File: config.mk
export PLATFORM = sky130hd
export DESIGN_NAME = edge_event_arbiter
export DESIGN_NICKNAME = d
export VERILOG_FILES = /design/src/rtl/edge_event_arbiter.sv
export SDC_FILE = /design/constraint.sdc
export NUM_CORES = 1
export LEC_CHECK = 0
export CORE_ASPECT_RATIO = 0.5
export CORE_MARGIN = 2
export CORE_UTILIZATION = 45
export DETAILED_ROUTE_END_ITERATION = 10
export PLACE_DENSITY = 0.85
export SKIP_CTS_REPAIR_TIMING = 1
export SLEW_MARGIN = 20
export SYNTH_ARGS = -nofsm -noshare
export SYNTH_HDL_FRONTEND = slang
export SYNTH_SLANG_ARGS = --single-unit
export TNS_END_PERCENT = 50
File: constraint.sdc
create_clock -name clk -period 1.44 [get_ports clk]
set_input_delay 0.216 -clock clk [delete_from_list [all_inputs] [get_ports clk]]
set_output_delay 0.216 -clock clk [all_outputs]
set_load 0.05 [all_outputs]
File: src/rtl/edge_event_arbiter.sv
// Edge event arbiter: synchronises NUM_CH async inputs, latches qualified edges
// per channel and offers them round-robin on a valid/ready event port.
module edge_event_arbiter #(
    parameter int NUM_CH = 4
) (
    input  logic                      clk,
    input  logic                      reset,
    input  logic [NUM_CH-1:0]         sig_in,
    input  logic [NUM_CH-1:0]         ch_enable,
    input  logic [2*NUM_CH-1:0]       edge_sel,
    output logic                      evt_valid,
    input  logic                      evt_ready,
    output logic [$clog2(NUM_CH)-1:0] evt_ch,
    output logic                      evt_rise,
    output logic [NUM_CH-1:0]         overrun,
    input  logic                      overrun_clr
);
    localparam int CW = $clog2(NUM_CH);

    typedef enum logic {IDLE, OFFER} state_e;

    state_e            state_q;
    logic [NUM_CH-1:0] s0_q, s1_q, s2_q;
    logic [1:0]        warm_q;
    logic [NUM_CH-1:0] pend_q, pend_d;
    logic [NUM_CH-1:0] prise_q, prise_d;
    logic [NUM_CH-1:0] ovr_q, ovr_d;
    logic [NUM_CH-1:0] rise, fall, qual, new_ov, req, gnt_oh;
    logic [CW-1:0]     last_q, win, ch_q;
    logic              valid_q, rise_q, win_found, grant;

    always_comb begin
        rise = s1_q & ~s2_q;
        fall = ~s1_q & s2_q;
        qual = '0;
        for (int c = 0; c < NUM_CH; c++) begin
            qual[c] = ((rise[c] & edge_sel[2*c]) | (fall[c] & edge_sel[2*c+1]))
                      & ch_enable[c] & (warm_q == 2'd0);
        end
    end

    // Disabled channels are never granted, even in the cycle they are flushed
    always_comb begin
        req       = pend_q & ch_enable;
        win       = '0;
        win_found = 1'b0;
        for (int i = 1; i <= NUM_CH; i++) begin
            if (!win_found && req[(int'(last_q) + i) % NUM_CH]) begin
                win_found = 1'b1;
                win       = CW'((int'(last_q) + i) % NUM_CH);
            end
        end
    end

    always_comb begin
        grant  = win_found & ((state_q == IDLE) | evt_ready);
        gnt_oh = '0;
        if (grant) gnt_oh[win] = 1'b1;
    end

    always_comb begin
        pend_d  = pend_q & ~gnt_oh;
        prise_d = prise_q;
        new_ov  = '0;
        for (int c = 0; c < NUM_CH; c++) begin
            if (qual[c]) begin
                pend_d[c]  = 1'b1;
                prise_d[c] = rise[c];
                new_ov[c]  = pend_q[c] & ~gnt_oh[c];
            end
            if (!ch_enable[c]) pend_d[c] = 1'b0;
        end
        ovr_d = (ovr_q & ~{NUM_CH{overrun_clr}}) | new_ov;
    end

    always_ff @(posedge clk) begin
        if (reset) begin
            s0_q    <= '0;
            s1_q    <= '0;
            s2_q    <= '0;
            warm_q  <= 2'd3;
            pend_q  <= '0;
            prise_q <= '0;
            ovr_q   <= '0;
            state_q <= IDLE;
            valid_q <= 1'b0;
            ch_q    <= '0;
            rise_q  <= 1'b0;
            last_q  <= CW'(NUM_CH - 1);
        end else begin
            s0_q    <= sig_in;
            s1_q    <= s0_q;
            s2_q    <= s1_q;
            if (warm_q != 2'd0) warm_q <= warm_q - 2'd1;
            pend_q  <= pend_d;
            prise_q <= prise_d;
            ovr_q   <= ovr_d;
            unique case (state_q)
                IDLE: begin
                    if (grant) begin
                        state_q <= OFFER;
                        valid_q <= 1'b1;
                        ch_q    <= win;
                        rise_q  <= prise_q[win];
                        last_q  <= win;
                    end
                end
                OFFER: begin
                    if (grant) begin
                        ch_q    <= win;
                        rise_q  <= prise_q[win];
                        last_q  <= win;
                    end else if (evt_ready) begin
                        state_q <= IDLE;
                        valid_q <= 1'b0;
                    end
                end
            endcase
        end
    end

    assign evt_valid = valid_q;
    assign evt_ch    = ch_q;
    assign evt_rise  = rise_q;
    assign overrun   = ovr_q;

endmodule

==> impl_metrics.csv, run 1 <==
group,metric,value,unit
timing,max_freq,642,MHz
power,sequentialPowerShare,46.8,%
worst_setup_path,cp.arrival,1750,ps
global_route,grt_max_degree,30,
min_path,hold_path_class,"input port to flip-flop",
timing,final_max_slew_viol_count,0,
timing,hold_viol,0,
clocking,cts_tree,"built",
synth,synth_top_flop_cell,"dfxtp_1",
synth,synth.top_cells.by_area,"dfxtp_1 (47%), nor2b_1 (7.5%), mux2i_1 (5.0%)",
worst_setup_path,rrSetupSlack,-120,ps
timing,fin_crit_sh,108,%
synth,synth.top_cell.area_share,46.9,%
clocking,clkLatencyLatePin,290,ps
route,wirelength,3960,µm
synth,async_reset_ff_share,0,%
timing,max_slew.worst_pin.slew,252,ps
place,port_buffers,27,
route,via_per_inst,5.45,
clocking,numCtsBuffers,5,
floorplan,core,0.00300,mm²
synth,ys_types,37,
floorplan,die_y,43.6,µm
clocking,root_buffer,"clkbuf_8",
power,power.density,938,mW/mm²
power,p_leak,0.901,nW
synth,ys_seq_area_share,46.9,%
synth,netlist_instances,150,
route,via_count,1307,
clocking,cts_sinks,33,
global_route,grt_antenna_before_repair,0,
timing,grt_setup_unrepaired,"true",
floorplan,fp-row-count,14,
synth,syn_area_per_cell,9.39,µm²
floorplan,fp.dieArea,0.00362,mm²
route,wl_per_cell,16.5,µm
finish,final_nets,220,
place,hpwl,2210,µm
route,drt.antenna.violating_nets,0,
power,comb_power_share,9.2,%
floorplan,start_util,47.0,%
global_route,grt_pass1_wl,5290,µm
synth,yosys_warnings,0,
synth,ys_ff_latch,33,
job,max_cap_violations,0,
synth,syn_nets,171,
finish,fillers,188,
run_status,violations,"negative setup slack",
route,drt-initial-drc-count,86,
clocking,cts_max_path_buffers,2,
power,p_sw,0.469,mW
worst_setup_path,cp.required,1630,ps
timing,relSlewSlack,83.2,%
floorplan,ios,28,
power,pwr-share-clk,44.0,%
route,drc,0,
timing,setup_tns,-757,ps
worst_setup_path,crit_path_end_kind,"flip-flop",
power,swShare,23.0,%
finish,area_growth,54.3,%
place,place.gp.congestion,0.806,
floorplan,die_x,83.1,µm
synth,yosys.area.top_type,"dfxtp_1",
clocking,cts.clk_slew.worst_paths,80,ps
timing,setup_viol,12,
finish,drive_above_1_share,35.0,%
timing,min_period,1560,ps
worst_setup_path,cp_max_fo,4,
timing,finalClockSkew,14.4,ps
route,dr.pass1.iters,4,
synth,synth_edf_count,0,
worst_setup_path,start_kind,"flip-flop",
clocking,cts_max_level,2,
run_status,status,"finished, violations left",
worst_setup_path,path_class,"flip-flop to flip-flop",
place,placed_cells,232,
timing,setup_ws,-117,ps
power,vdd_drop_max,644,µV
finish,antenna-diode-count,0,
synth,syn_area,0.00141,mm²
finish,finalNonFillerCells,240,
synth,synthTopCellsByCount,"dfxtp_1 (33), nand2_1 (17), nor2b_1 (17)",
global_route,overflow,0,
synth,synth_most_common_cell,"dfxtp_1",
global_route,grt_pass1_vias,1190,
global_route,grt_use_total,19.1,%
power,p_int,1.57,mW
-- cells by family (layout without fill, tap and decap cells) --
| kind of cell | after synthesis | after routing | share of synthesized area, % |
|---|---|---|---|
| buf+inv | 7 | 57 | 1.86 |
| fa+ha+maj | 1 | 1 | 0.888 |
| xor+xnor | 1 | 1 | 0.622 |
| mux | 8 | 8 | 5.77 |
| compound gates | 30 | 30 | 15.0 |
| flops | 33 | 33 | 46.9 |
| simple gates | 70 | 70 | 29.0 |
-- stage by stage --
stage	hold WS [ps]	total power, mW	setup WS [ps]	cell area, µm²	util, %
2_1_floorplan	331	1.05	22.6	1410	-
3_3_place_gp	417	1.14	-411	1950	65.0
3_5_place_dp	429	1.15	-479	1950	65.0
4_1_cts	447	2.03	-211	2060	68.8
5_1_grt	316	2.10	-195	2170	72.6
6_report	310	2.04	-117	2170	72.6
-- power by group through the flow --
stage	sequential, mW	clock (mW)	combinational [mW]
floorplan	0.972	0	0.0808
global placement	0.972	0	0.170
detailed placement	0.974	0	0.178
CTS	0.953	0.894	0.180
global route	0.957	0.941	0.202
finish	0.954	0.896	0.188
-- cell usage in the layout (no fill, tap or decap), types with 3 or more instances in the layout --
master and n:
nor2b_1 17, dlymetal6s2s_1 4, a21oi_1 8, and2_4 3
o21ai_1 3, nand2_1 15, dfxtp_1 28, mux2i_1 6
dfxtp_2 5, inv_1 4, nand2b_1 7, a21boi_2 3
nand3b_1 4, buf_4 17, buf_12 9, clkbuf_8 5
nor2_1 10, clkdlybuf4s50_1 15
-- final cells by class --
cell class	instances	area (µm²)	area share, %
Multi-Input combinational cell	110	818	37.7
Clock inverter	3	46.3	2.13
Inverter	4	15.0	0.691
Clock buffer	5	68.8	3.17
Sequential cell	33	667	30.7
Timing Repair Buffer	45	508	23.4
Tap cell	40	50.0	2.30
-- sequential cells by signal, summed over array words and instances, names as in the netlist --
register and cells:
warm_q 2, overrun 4, s2_q 4, evt_rise 1, evt_valid 1, last_q 2
s1_q 4, state_q 1, prise_q 4, evt_ch 2, s0_q 4, pend_q 4
-- worst paths after layout --
check	startpoint	to	cells after the start
setup / recovery	pend_q[1]	evt_rise	6
hold reg to reg	s0_q[2]	s1_q[2]	1
setup reg to reg	pend_q[1]	evt_rise	6
hold / removal	ch_enable[2]	pend_q[2]	3
-- worst max-delay path, cell delays in order (launching register included) --
cell and delay [ps]:
dfxtp_2 350, nand2_2 90, o32a_2 380, nand2_4 90, mux2i_1 210, nand2_1 90
a32o_1 250
-- routing by layer --
layer	share of wire [%]	GRT usage [%]	vias to the layer above	wire [µm]
met5	0	0	-	0
met4	5.2	9.51	0	207
met3	5.5	5.71	23	218
met2	50	33.5	55	1980
met1	39	21.9	624	1560
li1	-	-	605	-
No activity file was read; power rests on OpenSTA's default activity.
==> inputs of run 2 (changes only) <==
Settings changed: CORE_ASPECT_RATIO 0.5 to 1.1, CTS_CLUSTER_SIZE set to 20, PLACE_DENSITY 0.85 to 0.74.
==> run 2 against run 1 <==
  * The flow still finishes with violations (negative setup slack)
  * Global-route usage rose by 0.33 points
  * Register-to-register slack improved by 60 ps
  * Design area fell by 0.40%
  * Die area fell by 0.73%
  * Clock skew fell by 11 ps
  * Sequential power barely moved
  * Critical endpoint unchanged
  * Largest cell class unchanged
  * Highest routed layer unchanged
==> impl_metrics.csv, run 2 (same netlist as run 1, synthesis figures left out) <==
group,metric,value,unit
timing,whs,231,ps
timing,max_freq,666,MHz
worst_setup_path,critPathTopFamily,"compound AO/OA/AOI/OAI gates",
power,vdd_drop_max,885,µV
route,dr.pass1.iters,4,
clocking,cts_sinks,33,
min_path,hold_path_class,"input port to flip-flop",
run_status,status,"finished, violations left",
finish,area_growth,53.6,%
clocking,root_buffer,"clkbuf_4",
finish,most-common-layout-cells,"dfxtp_1 (29), buf_4 (20), nor2b_1 (17)",
timing,relSlewSlack,73.5,%
global_route,grt_max_degree,20,
worst_setup_path,cp_cell_sequence,"and2_4 -> buf_4 -> o32a_4 -> nand2_4 -> mux2i_1 -> nand2_1 -> a32o_1",
timing,fin_crit_sh,104,%
clocking,numCtsBuffers,5,
global_route,overflow,0,
timing,setup_viol,7,
route,drc,0,
worst_setup_path,slowest_delay,330,ps
timing,final_max_slew_viol_count,0,
timing,finalClockSkew,3.85,ps
clocking,clkLatencyLatePin,330,ps
power,sequentialPowerShare,51.2,%
timing,hold_viol,0,
worst_setup_path,crit_path_top_delay_cell,"dfxtp_2",
job,max_cap_violations,0,
timing,grt_setup_unrepaired,"true",
route,drt-initial-drc-count,37,
route,drt.antenna.violating_nets,0,
power,comb_power_share,9.9,%
run_status,violations,"negative setup slack",
route,wl_per_cell,14.1,µm
power,p_int,1.47,mW
timing,max_slew.worst_pin.slew,396,ps
route,via_per_inst,5.25,
route,via_count,1254,
finish,final_common_cell,"dfxtp_1",
power,p_sw,0.394,mW
place,port_buffers,27,
power,p_leak,0.925,nW
global_route,grt_antenna_before_repair,0,
finish,antenna-diode-count,0,
power,power.density,860,mW/mm²
worst_setup_path,crit_path_end_kind,"flip-flop",
floorplan,start_util,46.6,%
route,wirelength,3370,µm
worst_setup_path,cp.required,1680,ps
worst_setup_path,cp.arrival,1740,ps
timing,setup_ws,-60.9,ps
floorplan,fp.dieArea,0.00359,mm²
finish,fillers,214,
worst_setup_path,cp_max_fo,3,
finish,drive_above_1_share,34.1,%
place,hpwl,2380,µm
timing,setup_tns,-297,ps
floorplan,core,0.00302,mm²
global_route,grt_use_total,19.4,%
power,finalPower,1.86,mW
place,place.gp.congestion,0.819,
global_route,grt_pass1_wl,5380,µm
finish,utilization,71.6,%
worst_setup_path,critPathBufInv,1,
power,swShare,21.2,%
floorplan,die_x,57.4,µm
global_route,grt_pass1_vias,1225,
power,pwr-share-clk,38.9,%
clocking,cts_max_path_buffers,2,
finish,final_nets,225,
clocking,cts_max_level,2,
clocking,cts_tree,"built",
place,pre_cts_ws,-467,ps
timing,min_period,1500,ps
worst_setup_path,path_class,"flip-flop to flip-flop",
floorplan,fp-row-count,21,
floorplan,ios,28,
worst_setup_path,start_kind,"flip-flop",
floorplan,die_y,62.7,µm
clocking,cts.clk_slew.worst_paths,100,ps
-- run 2: changes by cell type in the layout (fill, tap and decap cells not counted), sizes merged --
cell | previous run | this run
buf | 26 | 31
clkbuf | 5 | 7
clkinv | 1 | 0
clkinvlp | 1 | 0
-- run 2: path summary, 6_finish.rpt --
path                startpoint   endpoint  slack (ps)  cells after the start
hold / removal    ch_enable[2]  pend_q[2]         230                      3
setup reg to reg     pend_q[2]   evt_rise         -60                      7
hold reg to reg        s0_q[3]    s1_q[3]         450                      1
setup / recovery     pend_q[2]   evt_rise         -60                      7
-- run 2: power by group through the flow --
| stage | registers (mW) | clock network (mW) | logic [mW] |
|---|---|---|---|
| floorplan | 0.972 | 0 | 0.0808 |
| global placement | 0.972 | 0 | 0.173 |
| detailed placement | 0.974 | 0 | 0.180 |
| CTS | 0.953 | 0.749 | 0.181 |
| global route | 0.957 | 0.785 | 0.202 |
| finish | 0.953 | 0.724 | 0.184 |
-- run 2: cell type report --
| cell class | count | area, µm² | share of cell area, % |
|---|---|---|---|
| clock buffers | 7 | 55.1 | 2.54 |
| clock inverters | 1 | 30.0 | 1.39 |
| well taps | 34 | 42.5 | 1.97 |
| multi-input cells | 110 | 803 | 37.1 |
| repair buffers | 50 | 553 | 25.5 |
| inverters | 4 | 15.0 | 0.694 |
| flip-flops and latches | 33 | 666 | 30.8 |
-- run 2: metrics by stage --
stage	instance area, µm²	cells
after floorplan	1410	150
after global placement	1950	227
after detailed placement	1950	227
after CTS	2030	235
after global routing	2160	239
final	2160	239
-- run 2: worst min-delay path: stages --
cell            delay [ps]
dlymetal6s2s_1         140
nand2_1                100
a21oi_1                 80
-- run 2: metal layers --
metal / track usage (%) / wire (µm)
met2: 35.7 / 1770
met3: 6.83 / 174
met4: 6.69 / 57
met5: 0 / 0
met1: 19.7 / 1370
==> inputs of run 3 (changes only) <==
Settings changed: CAP_MARGIN set to 25, CORE_MARGIN 2 to unset.
==> run 3 against run 2 <==
  * Via count shrank 2.6%
  * Largest cell class unchanged
  * Non-clock buffer count shrank 4
  * Highest routed layer unchanged
  * The run still ends with negative setup slack left
  * Clock power shrank 31%
==> impl_metrics.csv, run 3 (same netlist as run 1, synthesis figures left out) <==
group,metric,value,unit
route,dr.max_layer_used,"met4",
global_route,grt_pass1_wl,4680,µm
place,place.gp.congestion,0.913,
clocking,cts_max_path_buffers,2,
floorplan,start_util,49.0,%
floorplan,fp.dieArea,0.00336,mm²
timing,finalClockSkew,3.16,ps
route,drc,0,
route,wl_met2,1540,µm
timing,setup_ws,-76.3,ps
worst_setup_path,crit_path_end_kind,"flip-flop",
timing,max_freq,659,MHz
worst_setup_path,path_class,"input port to flip-flop",
floorplan,die_y,60.7,µm
power,power.density,787,mW/mm²
timing,setup_viol,8,
worst_setup_path,rrSetupSlack,-60,ps
run_status,violations,"negative setup slack",
global_route,grt_max_degree,29,
route,drt.antenna.violating_nets,0,
worst_setup_path,cp_cell_sequence,"clkdlybuf4s50_1 -> nand2_2 -> o22ai_1 -> mux2_4 -> or2_4 -> o21ai_4 -> a21oi_2",
power,finalPower,1.63,mW
route,via_per_inst,5.22,
global_route,grt_use_total,18.6,%
finish,area_growth,47.2,%
clocking,cts.clk_slew.worst_paths,100,ps
route,dr.pass1.iters,4,
worst_setup_path,worst_r2r_path_depth,6,
route,wl_per_cell,13.0,µm
worst_setup_path,r2r-end,"pend_q[0]",
run_status,status,"finished, violations left",
clocking,cts_max_level,2,
worst_setup_path,start_kind,"input port",
timing,min_period,1520,ps
timing,max_slew.worst_pin.slew,267,ps
floorplan,ios,28,
finish,final_nets,221,
power,vdd_drop_max,824,µV
finish,fillers,220,
timing,grt_setup_unrepaired,"true",
worst_setup_path,cp.arrival,1750,ps
place,port_buffers,27,
job,max_cap_violations,0,
timing,relSlewSlack,82.1,%
finish,drive_above_1_share,32.3,%
finish,final_common_cell,"dfxtp_1",
clocking,cts_tree,"built",
finish,most-common-layout-cells,"dfxtp_1 (28), nor2b_1 (17), buf_4 (17)",
power,p_leak,0.862,nW
worst_setup_path,setup.worst_path.start,"ch_enable[3]",
timing,hold_viol,0,
place,pre_cts_ws,-478,ps
finish,multi_input_area,782,µm²
clocking,clkLatencyLatePin,340,ps
route,met3_length,140,µm
route,wirelength,3040,µm
worst_setup_path,slowest_delay,470,ps
clocking,root_buffer,"clkbuf_4",
route,drt-initial-drc-count,44,
timing,final_max_slew_viol_count,0,
floorplan,die_x,55.4,µm
finish,seq_area,667,µm²
floorplan,fp-row-count,20,
global_route,grt_pass1_vias,1153,
worst_setup_path,cp.required,1670,ps
floorplan,core,0.00288,mm²
global_route,overflow,0,
timing,fin_crit_sh,105,%
clocking,numCtsBuffers,5,
finish,antenna-diode-count,0,
route,drt-met1-wl,1260,µm
worst_setup_path,crit_path_top_delay_cell,"clkdlybuf4s50_1",
worst_setup_path,crit-reg2reg-launch,"pend_q[2]",
min_path,hold_path_class,"input port to flip-flop",
worst_setup_path,cp_max_fo,4,
global_route,grt_antenna_before_repair,0,
clocking,cts_sinks,33,
place,hpwl,2270,µm
worst_setup_path,endpoint,"pend_q[0]",
route,via_count,1221,
## run 3: changes by cell type in the layout (fill, tap and decap cells not counted), sizes merged
cell	delta
bufinv	-1
clkinv	+2
clkbuf	-1
dlymetal6s2s	-1
clkdlybuf4s50	+1
buf	-4
## run 3: critical path: cells and delay by family
| kind | cells | cell delay, ps |
|---|---|---|
| compound gates | 3 | 330 |
| buf+inv | 1 | 470 |
| mux | 1 | 290 |
| simple gates | 2 | 440 |
## run 3: metrics by stage
step	cell area (µm²)	std cells	hold WS, ps	utilization [%]	TNS [ps]
6_report	2070	234	244	72.0	-464
5_1_grt	2070	234	260	72.0	-804
4_1_cts	1980	232	406	68.8	-845
3_5_place_dp	1930	224	426	67.0	-5730
3_3_place_gp	1930	224	418	67.0	-4980
2_1_floorplan	1410	150	331	-	0
## run 3: area by class of cell
type / count / area share (%)
multi-input cells: 110 / 37.7
well taps: 33 / 1.99
inverters: 4 / 0.724
clock buffers: 6 / 1.99
repair buffers: 46 / 24.9
clock inverters: 2 / 0.483
flip-flops and latches: 33 / 32.2
## run 3: layer usage
metal  vias to the layer above  GRT usage, %
li1                        606             -
met1                       572          18.6
met2                        32          34.1
met3                        11          4.90
met4                         0          14.3
met5                         -             0
## run 3: worst min path at each step
stage | startpoint | end | cells after the start
5_1_grt | ch_enable[2] | pend_q[2] | 3
3_3_place_gp | s0_q[3] | s1_q[3] | 1
3_5_place_dp | s0_q[3] | s1_q[3] | 1
4_1_cts | sig_in[2] | s0_q[2] | 2
2_1_floorplan | evt_ready | evt_valid | 1
6_report | ch_enable[2] | pend_q[2] | 3
## run 3: power breakdown
part	switching [mW]	internal (mW)	total (mW)
registers	0.0121	0.940	0.953
logic	0.0701	0.109	0.179
clock network	0.314	0.186	0.500
total	0.397	1.24	1.63
